<file path="src/rtl/vec_sweep_pkg.sv">
// vec_sweep_pkg: shared types and constants for the vec_sweep_ctrl sequencer.
package vec_sweep_pkg;

  // operand bus width, {a,b,c,d,e}
  localparam int VEC_W = 5;
  // ones counter covers 0..32
  localparam int ONES_W = 6;
  // settle counter covers SETTLE 0..15
  localparam int CNT_W = 4;

  // MISR feedback taps x^8+x^6+x^5+x^4+1 -> state bits 7,5,4,3
  localparam logic [7:0] MISR_TAPS = 8'hB8;

  typedef enum logic [1:0] {
    IDLE   = 2'd0,
    SETTLE = 2'd1,
    SAMPLE = 2'd2
  } state_t;

endpackage

</file>
<file path="src/rtl/vec_sweep_ctrl_if.sv">
// vec_sweep_ctrl_if: operand/result bus between the sweep controller and
// whoever starts sweeps and supplies the datapath result.
interface vec_sweep_ctrl_if #(parameter int SIG_W = 8);
  import vec_sweep_pkg::*;

  logic                start;
  logic                hold;
  logic [VEC_W-1:0]    first;
  logic [VEC_W-1:0]    last;
  logic [VEC_W-1:0]    vec;
  logic                y_in;
  logic                busy;
  logic                done;
  logic [ONES_W-1:0]   ones_cnt;
  logic [SIG_W-1:0]    sig;

  // master: drives sweeps and returns y_in
  modport master (
    output start, hold, first, last, y_in,
    input  vec, busy, done, ones_cnt, sig
  );

  // slave: the sweep controller
  modport slave (
    input  start, hold, first, last, y_in,
    output vec, busy, done, ones_cnt, sig
  );

endinterface

</file>
<file path="src/rtl/vec_sweep_misr.sv">
// vec_sweep_misr: serial-input signature register. Shifts left, feeding the
// XOR of the tapped bits and the serial input into bit 0.
module vec_sweep_misr #(
  parameter int SIG_W = 8
) (
  input  logic             clk,
  input  logic             rst,
  input  logic             clr,
  input  logic             en,
  input  logic             din,
  output logic [SIG_W-1:0] sig
);
  import vec_sweep_pkg::*;

  localparam logic [SIG_W-1:0] TAPS = SIG_W'(MISR_TAPS);

  // signature state: cleared on reset or sweep start, shifted on each sample
  always_ff @(posedge clk) begin
    if (rst || clr) begin
      sig <= '0;
    end else if (en) begin
      sig <= {sig[SIG_W-2:0], (^(sig & TAPS)) ^ din};
    end
  end

endmodule

</file>
<file path="src/rtl/vec_sweep_ctrl.sv">
// vec_sweep_ctrl: steps the test_04 operand bus from first to last (mod 32),
// waits SETTLE cycles per vector, then samples y_in into a ones-count and,
// when VEC_SWEEP_MISR_EN is defined, a MISR signature (otherwise sig is 0).
module vec_sweep_ctrl #(
  parameter int SETTLE = 1,
  parameter int SIG_W  = 8
) (
  input logic             clk,
  input logic             rst,
  vec_sweep_ctrl_if.slave bus
);
  import vec_sweep_pkg::*;

  // last settle count before moving to SAMPLE; unused when SETTLE is 0
  localparam logic [CNT_W-1:0] SET_LAST = CNT_W'((SETTLE == 0) ? 0 : SETTLE - 1);
  // state entered after a vector is applied
  localparam state_t WAIT_ST = (SETTLE == 0) ? SAMPLE : vec_sweep_pkg::SETTLE;

  state_t             state_q, state_d;
  logic [CNT_W-1:0]   cnt_q, cnt_d;
  logic [VEC_W-1:0]   vec_q, vec_d;
  logic [VEC_W-1:0]   last_q, last_d;
  logic               busy_q, busy_d;
  logic               done_q, done_d;
  logic [ONES_W-1:0]  ones_q;
  logic               clr;   // sweep accepted: clear accumulators
  logic               smp;   // unheld SAMPLE cycle: take a sample

  // state and datapath registers
  always_ff @(posedge clk) begin
    if (rst) begin
      state_q <= IDLE;
      cnt_q   <= '0;
      vec_q   <= '0;
      last_q  <= '0;
      busy_q  <= 1'b0;
      done_q  <= 1'b0;
    end else begin
      state_q <= state_d;
      cnt_q   <= cnt_d;
      vec_q   <= vec_d;
      last_q  <= last_d;
      busy_q  <= busy_d;
      done_q  <= done_d;
    end
  end

  // ones counter: cleared on start, bumped by y_in on each taken sample
  always_ff @(posedge clk) begin
    if (rst || clr) begin
      ones_q <= '0;
    end else if (smp) begin
      ones_q <= ones_q + ONES_W'(bus.y_in);
    end
  end

  // next-state and control; hold freezes everything outside IDLE
  always_comb begin
    state_d = state_q;
    cnt_d   = cnt_q;
    vec_d   = vec_q;
    last_d  = last_q;
    busy_d  = busy_q;
    done_d  = 1'b0;
    clr     = 1'b0;
    smp     = 1'b0;
    unique case (state_q)
      IDLE: begin
        if (bus.start) begin
          last_d  = bus.last;
          vec_d   = bus.first;
          cnt_d   = '0;
          busy_d  = 1'b1;
          clr     = 1'b1;
          state_d = WAIT_ST;
        end
      end
      vec_sweep_pkg::SETTLE: begin
        if (!bus.hold) begin
          if (cnt_q == SET_LAST) begin
            cnt_d   = '0;
            state_d = SAMPLE;
          end else begin
            cnt_d = cnt_q + CNT_W'(1);
          end
        end
      end
      SAMPLE: begin
        if (!bus.hold) begin
          smp = 1'b1;
          if (vec_q == last_q) begin
            busy_d  = 1'b0;
            done_d  = 1'b1;
            state_d = IDLE;
          end else begin
            vec_d   = vec_q + VEC_W'(1);
            state_d = WAIT_ST;
          end
        end
      end
      default: state_d = IDLE;
    endcase
  end

  assign bus.vec      = vec_q;
  assign bus.busy     = busy_q;
  assign bus.done     = done_q;
  assign bus.ones_cnt = ones_q;

`ifdef VEC_SWEEP_MISR_EN
  logic [SIG_W-1:0] sig_w;

  vec_sweep_misr #(.SIG_W(SIG_W)) u_misr (
    .clk (clk),
    .rst (rst),
    .clr (clr),
    .en  (smp),
    .din (bus.y_in),
    .sig (sig_w)
  );

  assign bus.sig = sig_w;
`else
  assign bus.sig = '0;
`endif

endmodule
</file>
<file path="src/flat_wrapper.sv">
// flat-port wrapper written by rule: the top's interface ports become plain ports
module vec_sweep_ctrl_flat import vec_sweep_pkg::*;
#(
  parameter int SETTLE = 1,
  parameter int SIG_W  = 8
)
  (clk, rst, bus_start, bus_hold, bus_first, bus_last, bus_y_in, bus_vec, bus_busy, bus_done, bus_ones_cnt, bus_sig);
  vec_sweep_ctrl_if #(.SIG_W(SIG_W)) bus_i ();
  input logic clk;
  input logic rst;
  input wire logic [$bits(bus_i.start)-1:0] bus_start;
  input wire logic [$bits(bus_i.hold)-1:0] bus_hold;
  input wire logic [$bits(bus_i.first)-1:0] bus_first;
  input wire logic [$bits(bus_i.last)-1:0] bus_last;
  input wire logic [$bits(bus_i.y_in)-1:0] bus_y_in;
  output wire logic [$bits(bus_i.vec)-1:0] bus_vec;
  output wire logic [$bits(bus_i.busy)-1:0] bus_busy;
  output wire logic [$bits(bus_i.done)-1:0] bus_done;
  output wire logic [$bits(bus_i.ones_cnt)-1:0] bus_ones_cnt;
  output wire logic [$bits(bus_i.sig)-1:0] bus_sig;
  assign bus_i.start = bus_start;
  assign bus_i.hold = bus_hold;
  assign bus_i.first = bus_first;
  assign bus_i.last = bus_last;
  assign bus_i.y_in = bus_y_in;
  assign bus_vec = bus_i.vec;
  assign bus_busy = bus_i.busy;
  assign bus_done = bus_i.done;
  assign bus_ones_cnt = bus_i.ones_cnt;
  assign bus_sig = bus_i.sig;
  vec_sweep_ctrl #(.SETTLE(SETTLE), .SIG_W(SIG_W)) u_core (.clk(clk), .rst(rst), .bus(bus_i));
endmodule
</file>
<file path="config.mk">
export PLATFORM = sky130hd
export DESIGN_NAME = vec_sweep_ctrl_flat
export DESIGN_NICKNAME = d
export VERILOG_FILES = /design/src/rtl/vec_sweep_pkg.sv /design/src/rtl/vec_sweep_ctrl_if.sv /design/src/rtl/vec_sweep_misr.sv /design/src/rtl/vec_sweep_ctrl.sv /design/src/flat_wrapper.sv
export SDC_FILE = /design/constraint.sdc
export NUM_CORES = 1
export LEC_CHECK = 0
export CORE_AREA = 2 2 64 66
export DETAILED_ROUTE_END_ITERATION = 6
export DIE_AREA = 0 0 66 68
export PLACE_DENSITY = 0.71
export SLEW_MARGIN = 20
export SYNTH_ARGS = -nofsm -noshare
export SYNTH_HDL_FRONTEND = slang
export SYNTH_SLANG_ARGS = --single-unit
</file>
<file path="constraint.sdc">
create_clock -name clk -period 1.7 [get_ports clk]
set_input_delay 0.255 -clock clk [delete_from_list [all_inputs] [get_ports clk]]
set_output_delay 0.255 -clock clk [all_outputs]
set_load 0.005 [all_outputs]
</file>
==> flow_summary.ini, run 1 <==
[run_status]
status = completed

[setup_path]
slowest_delay_ps = 550
rrSetupSlack_ps = 140
critPathLaunch = u_core.state_q[1]
path_cells = nor2b_2, nand2_1, o21ai_2, buf_4, mux2i_1, nor2_1
rr_startpoint = u_core.state_q[1]
arrival_ps = 1730
worstRegToRegCells = 6
r2r-end = u_core.bus.vec[1]
path_class = register to register
cp_num_buf_inv = 1
crit_slowest_cell = dfxtp_1
cp_max_fo = 8
end_kind = register
crit_required_ps = 1870
path_delay_family = flip-flops
start_kind = register

[worst_hold_path]
min_path_type = register to register
hold_path.startpoint = u_core.bus.busy
holdPathStages = 2
whs_endpoint = u_core.bus.busy

[clocking]
cts_root_buf = clkbuf_8
ctsHtreeMaxLevel = 1
clk_latency_ps = 270
cts_num_sinks = 24
cts-resized-gates = 0
cts_buffers = 3
tritoncts = built
cts_setup_buffers = 0
clk_pin_slew_ps = 90
cts_buffer_depth = 2
postCtsHoldBufs = 0

[yosys]
syn-cell-area_um2 = 1280
synth_area_leader_cell = dfxtp_1
synth.most_common_cell = dfxtp_1
synth_cell_types = 34
ys_seq_area_share_pct = 37.6
syn_inst = 151
synth_top_area_share_pct = 37.6
synthArstFlopShare_pct = 0
yosysWarnings = 0
synth_seq_cells = 24
netlist_top_cells_area = dfxtp_1 38%, xnor2_1 6.2%, nor2_1 5.9%
synth-edff-count = 0
synth_area_per_cell_um2 = 8.46
ys_top_cells_by_count = 24 x dfxtp_1, 20 x nor2_1, 12 x a21oi_1, 11 x nand2_1
synth_flop_cell = dfxtp_1

[placed_design]
place_congestion = 0.772
hpwl_mm = 1.99
port_buffers = 27

[timing]
finClkSkew_ps = 7.87
fmax_ghz = 0.639
drv_slew = 0
rsz0062_at_grt = false
fin_crit_ps = 1560
final.setup.tns_ps = 0
setup_viol = 0
hold_viol = 0
fin_crit_sh_pct = 92.0

[global_route]
grt_pass1_wl_mm = 4.26
track_usage_pct = 12.2
grt-ovfl-total = 0
grt_max_degree = 15
grt_antenna_before_repair = 0
grt_pass1_vias = 981

[route]
final_antenna_net_count = 0
via_per_inst = 4.51
vias = 1061
drc_errors = 0
routed_wirelength_mm = 2.56
drtIter0Drc = 40
wl_per_cell_um = 10.9
drt_pass1_iterations = 4

[floorplanning]
chipWidth_um = 66
start_util_pct = 33.1
ios = 36
row_count = 23
core_area_um2 = 3860
die_area_um2 = 4490
die_h_um = 68

[job]
maxCapViolations = 0

[power]
ir_worst_vdd_mv = 0.552
fin_total_pwr_mw = 1.42
power_density_nw_per_um2 = 835
leakagePower_nw = 0.648

[finish]
drive_gt1_share_pct = 12.4
area_growth_pct = 32.9
antennaDiodeCount = 0
finalNetCount = 206
## worst register-to-register path, cell delays in order, from the launching register on
cell     delay (ps)
dfxtp_1         550
nor2b_2         230
nand2_1         100
o21ai_2         190
buf_4           170
mux2i_1         180
nor2_1           50
## state kept, by name (all words and copies together), names as in the netlist
name / flops
u_core.bus.done: 1
u_core.bus.busy: 1
u_core.bus.vec: 5
u_core.bus.ones_cnt: 6
u_core.cnt_q: 4
u_core.state_q: 2
u_core.last_q: 5
## layout make-up
cell class / instances / area (µm²)
clock buffer: 3 / 41.3
inverter: 3 / 11.3
clock inverter: 1 / 30.0
fill: 387 / 2160
timing repair buffer: 38 / 353
tap: 50 / 62.6
sequential: 24 / 480
multi-input combinational: 116 / 719
## how the worst max path moves through the flow
stage,endpoint,slack [ps],depth (start not counted)
floorplan,u_core.cnt_q[3],290,6
global placement,u_core.bus.vec[0],-30,5
detailed placement,u_core.bus.vec[0],-50,5
CTS,u_core.bus.vec[1],140,6
global route,u_core.bus.vec[3],20,5
finish,u_core.bus.vec[1],140,6
## through the flow
stage | instance area (µm²) | setup WS (ps) | cells | hold slack (ps) | util [%]
after floorplan | 1300 | 289 | 158 | 402 | -
after global placement | 1630 | -28.7 | 231 | 478 | 42.2
after detailed placement | 1630 | -48.2 | 231 | 481 | 42.2
after CTS | 1700 | 140 | 235 | 494 | 44.0
after global routing | 1700 | 17.0 | 235 | 518 | 44.0
final | 1700 | 135 | 235 | 485 | 44.0
## placed cells by master, fill, tap and decap left out, types with 3 or more instances in the layout
cell type,count
xor2_1,3
conb_1,8
mux2i_1,6
xnor2_1,9
and2_1,4
dfxtp_1,24
nor3_1,5
buf_4,11
nand3_1,6
clkdlybuf4s50_1,27
inv_1,3
a21oi_1,12
nand2_1,11
nand2b_1,4
nand4_1,3
ha_1,5
clkbuf_8,3
nor2_1,20
o21ai_0,4
## kinds of logic after synthesis
logic type	after synthesis	synth area share, %
and+or+nand+nor	61	23.5
AOI/OAI and AO/OA	24	12.6
buffers and inverters	18	8.13
other	1	0.294
muxes	6	4.70
xor gates and xnor gates	12	8.23
adders and majority gates	5	4.90
DFF	24	37.6
## power breakdown
group | switching [mW] | internal, mW | leakage, nW
Clock | 0.190 | 0.315 | 0.0357
Combinational | 0.124 | 0.157 | 0.416
Sequential | 0.0386 | 0.594 | 0.196
## metal layers
metal,GRT usage [%],vias up,wire length [µm]
li1,-,559,-
met1,15.7,475,1240
met2,20.6,27,1200
met3,4.11,0,117
met4,1.53,0,0
met5,0,-,0
Power figures use the tool's default switching activity.
==> run 2: changes to the inputs <==
==> constraint.sdc (replaced) <==
create_clock -name clk -period 1.7 [get_ports clk]
set_input_delay 0.17 -clock clk [delete_from_list [all_inputs] [get_ports clk]]
set_output_delay 0.17 -clock clk [all_outputs]
set_load 0.005 [all_outputs]
==> flow_summary.ini, run 2 (synthesis gave the netlist of run 1 again) <==
[clocking]
cts_num_sinks = 24
cts_setup_buffers = 0
cts_buffer_depth = 2
clk_latency_ps = 270
cts_buffers = 3
tritoncts = built
ctsHtreeMaxLevel = 1
postCtsHoldBufs = 0
clk_pin_slew_ps = 90
cts-resized-gates = 0
cts_root_buf = clkbuf_8

[setup_path]
start_kind = register
rr_startpoint = u_core.bus.vec[0]
path_class = register to register
rrSetupSlack_ps = 150
end_kind = register
path_cells = xnor2_1, nand4_1, o21ai_2, buf_4, mux2i_1, nor2_1
crit_slowest_cell = dfxtp_1
worstRegToRegCells = 6
crit_required_ps = 1870
r2r-end = u_core.bus.vec[1]
cp_max_fo = 6
slowest_delay_ps = 460
arrival_ps = 1710

[timing]
rsz0062_at_grt = false
fin_ws_ps = 154
hold_viol = 0
final.setup.tns_ps = 0
fmax_ghz = 0.647
fin_crit_ps = 1550
finClkSkew_ps = 7.25
setup_viol = 0
fin_crit_sh_pct = 90.9
drv_slew = 0

[floorplanning]
core_area_um2 = 3860
row_count = 23
ios = 36
start_util_pct = 33.1
chipWidth_um = 66
die_area_um2 = 4490
die_h_um = 68

[route]
routed_wirelength_mm = 2.51
drc_errors = 0
final_antenna_net_count = 0
wl_per_cell_um = 10.7
drt_pass1_iterations = 4
vias = 1074
drtIter0Drc = 31
via_per_inst = 4.57

[power]
power_density_nw_per_um2 = 773
fin_total_pwr_mw = 1.30
ir_worst_vdd_mv = 0.565
leakagePower_nw = 0.641

[finish]
area_growth_pct = 31.7
fill_cells = 388
final_util_pct = 43.6
drive_gt1_share_pct = 13.0
antennaDiodeCount = 0
layout_common_cells = 27 x clkdlybuf4s50_1, 23 x dfxtp_1, 20 x nor2_1, 12 x a21oi_1
design_area_um2 = 1680
finalNetCount = 206
largest_reg_flops = 6
final_common_cell = clkdlybuf4s50_1

[job]
maxCapViolations = 0

[global_route]
grt_max_degree = 14
grt-ovfl-total = 0
track_usage_pct = 12.2
grt_antenna_before_repair = 0
grt_pass1_wl_mm = 4.26
grt_pass1_vias = 988

[placed_design]
place_congestion = 0.800
port_buffers = 27
place_area_um2 = 1630
place_ws_ps = 30.4
hpwl_mm = 1.97

[worst_hold_path]
holdPathStages = 2
whs_endpoint = u_core.bus.busy
min_path_type = register to register
hold_path.startpoint = u_core.bus.busy

[run_status]
status = completed
run 2: where the power goes:
| group | internal, mW | total (mW) | switching (mW) | leakage (nW) |
|---|---|---|---|---|
| Clock | 0.207 | 0.388 | 0.181 | 0.0288 |
| Combinational | 0.157 | 0.281 | 0.124 | 0.416 |
| Sequential | 0.594 | 0.632 | 0.0376 | 0.196 |
| Total | 0.958 | 1.30 | 0.343 | 0.641 |
run 2: area by class of cell:
class	instances	area, µm²	share of cell area [%]
Inverter	3	11.3	0.669
Multi-Input combinational cell	116	719	42.8
Sequential cell	24	482	28.6
Tap cell	50	62.6	3.72
Timing Repair Buffer	38	353	21.0
Clock buffer	4	55.1	3.27
run 2: worst max-delay path by stage:
stage / from / end / slack [ps] / cells past startpoint
2_1_floorplan: u_core.state_q[0] / u_core.cnt_q[3] / 290 / 6
3_3_place_gp: bus_hold / u_core.bus.vec[0] / 60 / 5
3_5_place_dp: bus_start / u_core.bus.vec[0] / 30 / 6
4_1_cts: u_core.state_q[1] / u_core.bus.vec[1] / 140 / 6
5_1_grt: u_core.bus.vec[0] / u_core.bus.vec[1] / 40 / 6
6_report: u_core.bus.vec[0] / u_core.bus.vec[1] / 150 / 6
run 2: critical path, delay by kind of cell, from the launching register on:
| kind | cells | cell delay (ps) |
|---|---|---|
| AOI/OAI and AO/OA | 1 | 240 |
| DFF | 1 | 460 |
| buffers and inverters | 1 | 170 |
| xor gates and xnor gates | 1 | 150 |
| and+or+nand+nor | 2 | 240 |
| muxes | 1 | 180 |
run 2: routing by layer:
metal / vias up / global-route usage (%) / part of all wire, %
met2: 25 / 20.7 / 47
li1: 561 / - / -
met3: 4 / 4.44 / 5.5
met4: 0 / 3.06 / 0.84
met5: - / 0 / 0
met1: 484 / 14.7 / 47
run 2: metrics by stage:
| step | hold WS, ps | cells |
|---|---|---|
| 2_1_floorplan | 317 | 158 |
| 3_3_place_gp | 476 | 231 |
| 3_5_place_dp | 483 | 231 |
| 4_1_cts | 495 | 235 |
| 5_1_grt | 520 | 235 |
| 6_report | 488 | 235 |
